<file path="src/rtl/shift_reg_seq.sv">
// WIDTH-bit universal sequential shifter: parallel load, seven shift modes, multi-bit amount, start/busy/done handshake.
// Define SHIFT_REG_BARREL_EN to complete any amount in a single SHIFT cycle instead of one bit per cycle.
module shift_reg_seq #(
    parameter int WIDTH = 8,
    parameter int AMT_W = 4
) (
    input  logic             clk,
    input  logic             reset,
    input  logic             enable,
    input  logic             load,
    input  logic [WIDTH-1:0] data_in,
    input  logic             start,
    input  logic [2:0]       mode,
    input  logic [AMT_W-1:0] shift_amt,
    input  logic             serial_in,
    output logic [WIDTH-1:0] data_out,
    output logic             serial_out,
    output logic             busy,
    output logic             done
);

    typedef enum logic [1:0] {
        IDLE  = 2'd0,
        SHIFT = 2'd1,
        DONE  = 2'd2
    } state_t;

    localparam int MAX_AMT = (1 << AMT_W) - 1;

`ifdef SHIFT_REG_BARREL_EN
    localparam bit BARREL = 1'b1;
`else
    localparam bit BARREL = 1'b0;
`endif

    state_t           state_q;
    logic [AMT_W-1:0] count_q;
    logic [2:0]       mode_q;
    logic [WIDTH-1:0] data_q;
    logic             sout_q;
    logic             busy_q;
    logic             done_q;

    logic [WIDTH-1:0] stepData;
    logic             stepOut;
    logic [AMT_W-1:0] count_d;
    logic             lastStep;

    // One shift position; returns {out bit, shifted data}.
    function automatic logic [WIDTH:0] shiftStep(input logic [WIDTH-1:0] d,
                                                 input logic [2:0]       m,
                                                 input logic             sin);
        logic [WIDTH:0] r;
        case (m)
            3'b000:  r = {d[WIDTH-1], d[WIDTH-2:0], 1'b0};
            3'b001:  r = {d[0], 1'b0, d[WIDTH-1:1]};
            3'b010:  r = {d[WIDTH-1], d[WIDTH-2:0], d[WIDTH-1]};
            3'b011:  r = {d[0], d[0], d[WIDTH-1:1]};
            3'b100:  r = {d[0], d[WIDTH-1], d[WIDTH-1:1]};
            3'b101:  r = {d[WIDTH-1], d[WIDTH-2:0], sin};
            3'b110:  r = {d[0], sin, d[WIDTH-1:1]};
            default: r = {1'b0, d};
        endcase
        return r;
    endfunction

`ifdef SHIFT_REG_BARREL_EN
    // Unrolled chain of single steps so every mode keeps its bit-serial meaning, including the last out bit.
    always_comb begin
        stepData = data_q;
        stepOut  = sout_q;
        for (int i = 0; i < MAX_AMT; i++) begin
            if (AMT_W'(i) < count_q) begin
                {stepOut, stepData} = shiftStep(stepData, mode_q, serial_in);
            end
        end
    end
`else
    always_comb begin
        {stepOut, stepData} = shiftStep(data_q, mode_q, serial_in);
    end
`endif

    assign lastStep = BARREL || (count_q == AMT_W'(1));
    assign count_d  = BARREL ? '0 : count_q - AMT_W'(1);

    always_ff @(posedge clk or posedge reset) begin
        if (reset) begin
            state_q <= IDLE;
            count_q <= '0;
            mode_q  <= 3'b000;
            data_q  <= '0;
            sout_q  <= 1'b0;
            busy_q  <= 1'b0;
            done_q  <= 1'b0;
        end else if (enable) begin
            case (state_q)
                IDLE: begin
                    if (load) begin
                        data_q <= data_in;
                    end else if (start && (mode != 3'b111)) begin
                        mode_q  <= mode;
                        count_q <= shift_amt;
                        if (shift_amt != '0) begin
                            state_q <= SHIFT;
                            busy_q  <= 1'b1;
                        end else begin
                            state_q <= DONE;
                            done_q  <= 1'b1;
                        end
                    end
                end
                SHIFT: begin
                    data_q  <= stepData;
                    sout_q  <= stepOut;
                    count_q <= count_d;
                    if (lastStep) begin
                        state_q <= DONE;
                        busy_q  <= 1'b0;
                        done_q  <= 1'b1;
                    end
                end
                DONE: begin
                    state_q <= IDLE;
                    done_q  <= 1'b0;
                end
                default: begin
                    state_q <= IDLE;
                    busy_q  <= 1'b0;
                    done_q  <= 1'b0;
                end
            endcase
        end
    end

    assign data_out   = data_q;
    assign serial_out = sout_q;
    assign busy       = busy_q;
    assign done       = done_q;

endmodule

</file>
<file path="config.mk">
export PLATFORM = sky130hd
export DESIGN_NAME = shift_reg_seq
export DESIGN_NICKNAME = d
export VERILOG_FILES = /design/src/rtl/shift_reg_seq.sv
export SDC_FILE = /design/constraint.sdc
export NUM_CORES = 1
export LEC_CHECK = 0
export CORE_ASPECT_RATIO = 1.5
export CORE_UTILIZATION = 49
export DETAILED_ROUTE_END_ITERATION = 7
export HOLD_SLACK_MARGIN = 0.12
export PLACE_DENSITY = 0.75
export SLEW_MARGIN = 20
export SYNTH_ARGS = -nofsm -noshare
export SYNTH_HDL_FRONTEND = slang
export SYNTH_SLANG_ARGS = --single-unit
export TNS_END_PERCENT = 1
</file>
<file path="constraint.sdc">
create_clock -name clk -period 2.1 [get_ports clk]
set_input_delay 0.21 -clock clk [delete_from_list [all_inputs] [get_ports clk]]
set_output_delay 0.21 -clock clk [all_outputs]
set_load 0.005 [all_outputs]
</file>
==> metrics.md, run 1 <==
| Metric | Value |
|---|---|
| GR Overflow Total | `0` |
| Floorplan row count | `22` |
| Synthesis-stage register bit count | `20` |
| Number of detailed-route iterations in the first pass | `6` |
| N_diodes | `0` |
| Cts hold-fix bufs | `0` |
| P_leak | `0.683 nW` |
| H-Tree Depth | `1` |
| Syn Inst Count | `143` |
| DP HPWL | `2340 um` |
| Startpoint Class | `register` |
| Setup violators final | `0` |
| WP data required | `2.35 ns` |
| Cts repair resizes | `0` |
| Synth Cell Area | `0.00129 mm2` |
| PortBufs | `31` |
| Fraction of registers with async set/reset | `100%` |
| Clk_lat worst skew | `0.30 ns` |
| Critical Path End | `state_q[1]$_DFFE_PP0P_` |
| CTS Buf Count | `3` |
| Worst reg2reg path depth | `6` |
| # DRC | `2` |
| CTS Sinks | `20` |
| Kind of critical path | `reg -> reg` |
| Mapped Avg Cell Area | `9.05 um2` |
| Ports | `32` |
| Failing checks | `DRC` |
| Post-layout min period | `1.75 ns` |
| Total core area | `0.00248 mm2` |
| Peak supply drop | `0.000829 V` |
| Chip Height | `64.9 um` |
| Clk slew on worst S/H paths | `0.12 ns` |
| Most common cell after layout, fill and taps aside | `clkdlybuf4s50_1` |
| Number of synthesis warnings | `0` |
| Die width | `44.0 um` |
| Post-CTS Setup Bufs | `0` |
| Wirelength per Cell | `15.8 um` |
| F_max | `0.573 GHz` |
| Max-slew violations | `0` |
| RR Startpoint | `count_q[1]$_DFFE_PP0P_` |
| Worst-margin pin slew | `0.501 ns` |
| CTS tree | `done` |
| Most frequent cells in the layout | `clkdlybuf4s50_1, dfrtp_1, nor2_1, nand2_1` |
| Gpl congestion | `0.840` |
| Layout cells sized above 1 | `11.4%` |
| Post-synth EDFFs | `0` |
| Setup TNS | `0 ns` |
| Syn Nets | `166` |
| PwrDens | `1360 mW/mm2` |
| Outcome | `finished, violations left` |
| Start point of the critical path | `count_q[1]$_DFFE_PP0P_` |
| Routed metal-1 wire length | `1250 um` |
| Worst reg2reg path endpoint | `state_q[1]$_DFFE_PP0P_` |
| Largest net degree at the start of global routing | `21` |
| Clock skew | `0.00605 ns` |
| Vias in the first global route | `1324` |
| CP max FO | `3` |
| Multi-input gate area | `731 um2` |
| Number of vias per cell | `6.31` |
| Routed vias | `1256` |
| Predominant post-synthesis flop cell | `dfrtp_1` |
| CTS max path bufs | `2` |
| Drt first-iter violations | `36` |
| Global-route wire length before repair | `5680 um` |
| GRT Total Usage | `26.2%` |
| Met3 WL post-DR | `170 um` |
| Setup slack, reg-to-reg | `0.35 ns` |
| Post-Route WL | `3150 um` |
| Fin. Hold Viols | `0` |
| Post-synthesis sequential area ratio | `38.7%` |
| RSZ-0062 raised after global routing | `no` |
| DR WL met2 | `1660 um` |
| Root Driver | `clkbuf_4` |
| Post-DRT Antenna Nets | `0` |
| Fill cells | `210` |
| Starting density of the core | `52.2%` |
| Tcrit/Tclk final | `83.1%` |
| P&R area growth vs syn | `28.9%` |
| Setup crit end kind | `register` |
| Final Hold Slack | `0.223 ns` |
| Die area | `0.00285 mm2` |
| Final nets | `199` |
| Synth unique cells | `45` |
| Top layer in use | `met4` |
| Max-slew headroom | `66.6%` |
| Initial antenna violation count | `0` |
| Worst min path class | `in -> async` |
| Register area | `500 um2` |
| Crit path DAT | `1.99 ns` |
| Max-cap violations | `0` |
## worst max-delay path, cell delays in order, from the launching register on
cell	delay [ns]
dfrtp_1	0.40
inv_1	0.09
ha_1	0.13
or3b_1	0.40
a221oi_2	0.33
and2_2	0.20
mux2_2	0.14
## metal layers
| metal | up-vias | global-route usage (%) |
|---|---|---|
| met5 | - | 0 |
| met1 | 601 | 31.1 |
| met4 | 0 | 11.4 |
| li1 | 600 | - |
| met2 | 49 | 46.5 |
| met3 | 6 | 2.51 |
## sequential cells by signal (all words and copies together) (netlist names)
name and count:
data_out 8, count_q 4, mode_q 3, state_q 2, busy 1, done 1
serial_out 1
## worst min-delay path by stage
stage	endpoint	cells after the start
floorplan	busy$_DFFE_PP0P_	1
global placement	busy$_DFFE_PP0P_	1
detailed placement	busy$_DFFE_PP0P_	1
CTS	done$_DFFE_PP0P_	3
global route	count_q[0]$_DFFE_PP0P_	3
finish	count_q[0]$_DFFE_PP0P_	3
## area by class of cell
class                           count  area share (%)
Clock buffer                        4            2.18
Inverter                            8            1.80
Multi-Input combinational cell    108            43.8
Sequential cell                    20            30.0
Tap cell                           24            1.80
Timing Repair Buffer               35            20.4
## stage by stage
step	util [%]	cell area, um2	setup slack [ns]	power [W]	instances
after floorplan	-	1290	0.517	0.00159	143
after global placement	65.9	1630	0.235	0.00201	195
after detailed placement	65.9	1630	0.210	0.00203	195
after CTS	67.3	1670	0.372	0.00226	199
after global routing	67.3	1670	0.277	0.00249	199
final	67.3	1670	0.355	0.00227	199
## where the power goes
group	switching [W]	internal, W
logic	0.000532	0.000627
clock network	0.000125	0.000106
registers	0.000310	0.000570
total	0.000968	0.00130
## synth_stat cells, types with 2 or more instances
master,number,area (um2)
a211oi_1,4,30.0
a21oi_1,7,35.0
a221o_1,2,20.0
a221oi_1,6,52.6
a311oi_1,3,26.3
a31oi_1,2,12.5
buf_2,5,25.0
clkbuf_1,2,7.51
dfrtp_1,20,500
ha_1,2,25.0
inv_1,7,26.3
mux2_2,4,45.0
mux2i_1,2,20.0
nand2_1,11,41.3
nand2b_1,7,43.8
nand3_1,4,20.0
nand4_1,2,12.5
nor2_1,11,41.3
nor2b_1,5,31.3
nor3_1,3,15.0
o21ai_0,5,25.0
o21ai_1,5,25.0
o31ai_1,2,15.0
## cell families (layout without fill, tap and decap cells)
| family | count (synthesis) | count (layout) | share of synthesized area, % |
|---|---|---|---|
| muxes | 6 | 6 | 5.03 |
| DFF | 20 | 20 | 38.7 |
| buffers and inverters | 15 | 47 | 4.84 |
| AOI/OAI and AO/OA | 44 | 44 | 25.2 |
| xor gates and xnor gates | 2 | 2 | 1.35 |
| and+or+nand+nor | 54 | 54 | 22.9 |
| adders and majority gates | 2 | 2 | 1.93 |
Power figures use the tool's default switching activity.
==> inputs of run 2 (changes only) <==
CORE_UTILIZATION = 44   (was 49)
PLACE_DENSITY = 0.71   (was 0.75)
clock period = 1.5 ns   (was 2.1 ns; I/O delays follow)
==> run 2 against run 1 <==
The run ends with setup timing left; design area grew 19%; clock skew grew 0.0023 ns; total power up 72%; highest routed layer unchanged.
==> metrics.md, run 2 (synthesis gave the netlist of run 1 again) <==
| Metric | Value |
|---|---|
| Number of vias per cell | `5.65` |
| H-Tree Depth | `1` |
| CP max FO | `2` |
| Floorplan row count | `23` |
| Outcome | `finished, violations left` |
| Starting density of the core | `47.3%` |
| Most frequent cells in the layout | `buf_4, clkdlybuf4s50_1, dfrtp_1` |
| Crit path DAT | `1.89 ns` |
| Failing checks | `setup timing` |
| Die area | `0.00317 mm2` |
| RSZ-0062 raised after global routing | `yes` |
| Routed vias | `1362` |
| Clk slew on worst S/H paths | `0.08 ns` |
| Fin cells | `241` |
| DP Cell Count | `236` |
| Clk_lat worst skew | `0.26 ns` |
| Root Driver | `clkbuf_8` |
| Total core area | `0.00273 mm2` |
| F_max | `0.593 GHz` |
| Post-layout min period | `1.69 ns` |
| Chip Height | `68.4 um` |
| Kind of critical path | `reg -> reg` |
| Drt first-iter violations | `33` |
| P&R area growth vs syn | `53.9%` |
| Worst min path class | `in -> async` |
| CTS Sinks | `20` |
| PwrDens | `1960 mW/mm2` |
| Pre-CTS setup slack | `-0.321 ns` |
| Post-Route WL | `3720 um` |
| Startpoint Class | `register` |
| Ports | `32` |
| Final Hold Slack | `0.221 ns` |
| Peak supply drop | `0.00126 V` |
| Setup crit end kind | `register` |
| Fill cells | `198` |
| Worst-margin pin slew | `0.388 ns` |
| Max FFs per register | `8` |
| Register area | `500 um2` |
| Slack of the critical path | `-0.185 ns` |
| Die width | `46.3 um` |
| N_diodes | `0` |
| CTS tree | `done` |
| CTS Buf Count | `3` |
| Number of detailed-route iterations in the first pass | `4` |
| Max-slew headroom | `74.0%` |
| GR Overflow Total | `0` |
| Final Total Pwr | `0.00390 W` |
| Max-slew violations | `0` |
| Initial antenna violation count | `0` |
| Wirelength per Cell | `15.5 um` |
| WP data required | `1.71 ns` |
| Post-DRT Antenna Nets | `0` |
| Gpl congestion | `0.854` |
| PortBufs | `31` |
| GRT Total Usage | `26.0%` |
| Most common cell after layout, fill and taps aside | `buf_4` |
| CTS max path bufs | `2` |
| P_leak | `0.849 nW` |
| Final nets | `228` |
| # DRC | `0` |
| Core Util, Final | `72.8%` |
| Vias in the first global route | `1353` |
| DP HPWL | `2870 um` |
| Multi-input gate area | `785 um2` |
| Tcrit/Tclk final | `112%` |
| Global-route wire length before repair | `5890 um` |
| Cts hold-fix bufs | `0` |
| Setup violators final | `4` |
| Layout cells sized above 1 | `27.5%` |
| Max-cap violations | `0` |
| Largest net degree at the start of global routing | `21` |
| Clock skew | `0.00836 ns` |
| Fin. Hold Viols | `0` |
-- run 2: final cells by class --
type                    instances  area share (%)
clock buffers                   3            2.07
clock inverters                 1            1.51
inverters                       8            1.51
multi-input cells             108            39.4
flip-flops and latches         20            25.1
well taps                      37            2.33
repair buffers                 64            28.0
-- run 2: metal layers --
metal	track usage (%)	vias up	share of wire (%)
met5	0	-	0
met4	10.3	0	1.5
met3	2.64	7	2.8
met2	51.2	40	57
met1	26.2	660	38
li1	-	655	-
-- run 2: timing repair --
item	4_1_cts	5_1_grt
buffers inserted	0	1
pin swaps	0	2
resized for setup	1	8
endpoints found under the setup margin	4	16
-- run 2: power breakdown --
part           internal, W  leakage, nW  switching, W  total [W]
sequential        0.000801        0.238      0.000353    0.00115
combinational      0.00121        0.576      0.000989    0.00220
clock             0.000356       0.0357      0.000192   0.000548
total              0.00237        0.849       0.00153    0.00390
-- run 2: path summary, 6_finish.rpt --
path | slack (ns) | from | to | cells past startpoint
min | 0.22 | reset | state_q[1]$_DFFE_PP0P_ | 3
max | -0.19 | count_q[1]$_DFFE_PP0P_ | state_q[1]$_DFFE_PP0P_ | 6
max reg2reg | -0.19 | count_q[1]$_DFFE_PP0P_ | state_q[1]$_DFFE_PP0P_ | 6
min in group clk | 0.48 | data_in[0] | data_out[0]$_DFFE_PP0P_ | 3
min reg2reg | 0.51 | busy$_DFFE_PP0P_ | busy$_DFFE_PP0P_ | 1
max in group asynchronous | 1.06 | reset | done$_DFFE_PP0P_ | 3
-- run 2: through the flow --
stage	setup TNS, ns	cell area, um2
after CTS	-0.333	1940
after global placement	-1.93	1860
final	-0.448	1990
after global routing	-0.958	1990
after detailed placement	-3.05	1860
after floorplan	-0.0724	1300
-- run 2: critical path, stage by stage, from the launching register on --
cell,delay [ns]
dfrtp_1,0.40
inv_2,0.08
ha_4,0.11
or3b_4,0.40
a221oi_4,0.32
and2_4,0.19
mux2_2,0.13
==> inputs of run 3 (changes only) <==
--- a/constraint.sdc
+++ b/constraint.sdc
@@ -3,2 +3,2 @@
 set_output_delay 0.15 -clock clk [all_outputs]
-set_load 0.005 [all_outputs]
+set_load 0.02 [all_outputs]
==> run 3 against run 2 <==
The flow still finishes with violations (setup timing); non-clock buffer count is the same; core utilization is essentially flat; clock power is essentially flat; final cell count is the same; via count grew 0.29%; flip-flop and latch count is the same; largest power group unchanged; critical endpoint unchanged; critical path type unchanged; sequential power is essentially flat.
==> metrics.md, run 3 (synthesis gave the netlist of run 1 again) <==
| Metric | Value |
|---|---|
| Post-layout min period | `1.68 ns` |
| Peak supply drop | `0.00127 V` |
| GRT Total Usage | `26.0%` |
| Total core area | `0.00273 mm2` |
| DP Cell Count | `236` |
| Core Util, Final | `72.9%` |
| Layout cells sized above 1 | `27.5%` |
| Crit path DAT | `1.89 ns` |
| PortBufs | `31` |
| CTS tree | `done` |
| Initial antenna violation count | `0` |
| Routed vias | `1366` |
| RR Startpoint | `count_q[1]$_DFFE_PP0P_` |
| Max-cap violations | `0` |
| CTS max path bufs | `2` |
| Slack of the critical path | `-0.184 ns` |
| Gpl congestion | `0.854` |
| RSZ-0062 raised after global routing | `yes` |
| Max FFs per register | `8` |
| Wirelength per Cell | `15.5 um` |
| Global-route wire length before repair | `5890 um` |
| N_diodes | `0` |
| Most frequent cells in the layout | `buf_4, clkdlybuf4s50_1, dfrtp_1` |
| Number of detailed-route iterations in the first pass | `4` |
| Starting density of the core | `47.3%` |
| CTS Buf Count | `3` |
| P&R area growth vs syn | `54.0%` |
| Register area | `500 um2` |
| Worst min path class | `in -> async` |
| CTS Sinks | `20` |
| Multi-input gate area | `785 um2` |
| Clk slew on worst S/H paths | `0.08 ns` |
| Failing checks | `setup timing` |
| Root Driver | `clkbuf_8` |
| P_leak | `0.872 nW` |
| Clock skew | `0.00831 ns` |
| Clk_lat worst skew | `0.26 ns` |
| DP HPWL | `2870 um` |
| Worst-margin pin slew | `0.387 ns` |
| Fill cells | `201` |
| Final Total Pwr | `0.00404 W` |
| Setup TNS | `-0.444 ns` |
| Die area | `0.00317 mm2` |
| Final Cell Area | `0.00199 mm2` |
| Outcome | `finished, violations left` |
| Most common cell after layout, fill and taps aside | `buf_4` |
| CP max FO | `2` |
| Max-slew violations | `0` |
| Final nets | `228` |
| PwrDens | `2030 mW/mm2` |
| F_max | `0.594 GHz` |
| Fin. Hold Viols | `0` |
| Tcrit/Tclk final | `112%` |
| Setup violators final | `4` |
| Start point of the critical path | `count_q[1]$_DFFE_PP0P_` |
| Floorplan row count | `23` |
| # DRC | `0` |
| Setup crit end kind | `register` |
| WP data required | `1.71 ns` |
| Kind of critical path | `reg -> reg` |
| Die width | `46.3 um` |
| Startpoint Class | `register` |
| Chip Height | `68.4 um` |
| Drt first-iter violations | `28` |
| Post-DRT Antenna Nets | `0` |
| Cell Area, Placed | `0.00186 mm2` |
| Largest net degree at the start of global routing | `21` |
| Post-Route WL | `3730 um` |
| Ports | `32` |
| Fin cells | `241` |
| GR Overflow Total | `0` |
| Cts hold-fix bufs | `0` |
| Vias in the first global route | `1353` |
| Max-slew headroom | `74.1%` |
| Number of vias per cell | `5.67` |
| H-Tree Depth | `1` |
| Setup slack, reg-to-reg | `-0.18 ns` |
[run 3: changes by cell type in the layout (fill, tap and decap cells not counted)]
cell             delta
dlymetal6s2s_1      +2
clkdlybuf4s50_1     -5
dlygate4sd2_1       +3
[run 3: layout make-up]
type	instances	area share, %
inverters	8	1.51
multi-input cells	108	39.4
well taps	37	2.32
flip-flops and latches	20	25.1
repair buffers	64	28.1
clock buffers	3	2.07
clock inverters	1	1.51
[run 3: report_power, final]
part / switching, W / leakage, nW / total, W / internal [W]
clock network: 0.000192 / 0.0357 / 0.000548 / 0.000356
registers: 0.000352 / 0.238 / 0.00115 / 0.000801
logic: 0.00115 / 0.599 / 0.00234 / 0.00118
total: 0.00170 / 0.872 / 0.00404 / 0.00234
[run 3: what timing repair did]
item / 4_1_cts / 5_1_grt
pin swaps: 0 / 2
setup endpoints to repair: 7 / 18
resized for setup: 4 / 10
cloned: 0 / 0
buffers inserted: 0 / 1
[run 3: worst max-delay path, cell delays in order (launching register included)]
cell and delay (ns):
dfrtp_1 0.40, inv_2 0.08, ha_4 0.11, or3b_4 0.40, a221oi_4 0.32, and2_4 0.19
mux2_2 0.13
[run 3: final timing paths]
path / to / cells past startpoint
worst min-delay path: state_q[1]$_DFFE_PP0P_ / 3
max in group asynchronous: done$_DFFE_PP0P_ / 3
min in group clk: data_out[0]$_DFFE_PP0P_ / 3
worst min register to register: busy$_DFFE_PP0P_ / 1
worst max-delay path: state_q[1]$_DFFE_PP0P_ / 6
worst max register to register: state_q[1]$_DFFE_PP0P_ / 6
[run 3: metrics by stage]
stage               setup WS (ns)  hold slack [ns]
CTS                        -0.160            0.229
detailed placement         -0.321            0.497
floorplan                 -0.0420            0.114
global route               -0.266            0.239
global placement           -0.251            0.496
finish                     -0.184            0.221
[run 3: routing by layer]
metal	global-route usage, %	routed length [um]
met1	26.2	1420
met5	0	0
met4	10.3	57
met3	2.64	109
met2	51.2	2140
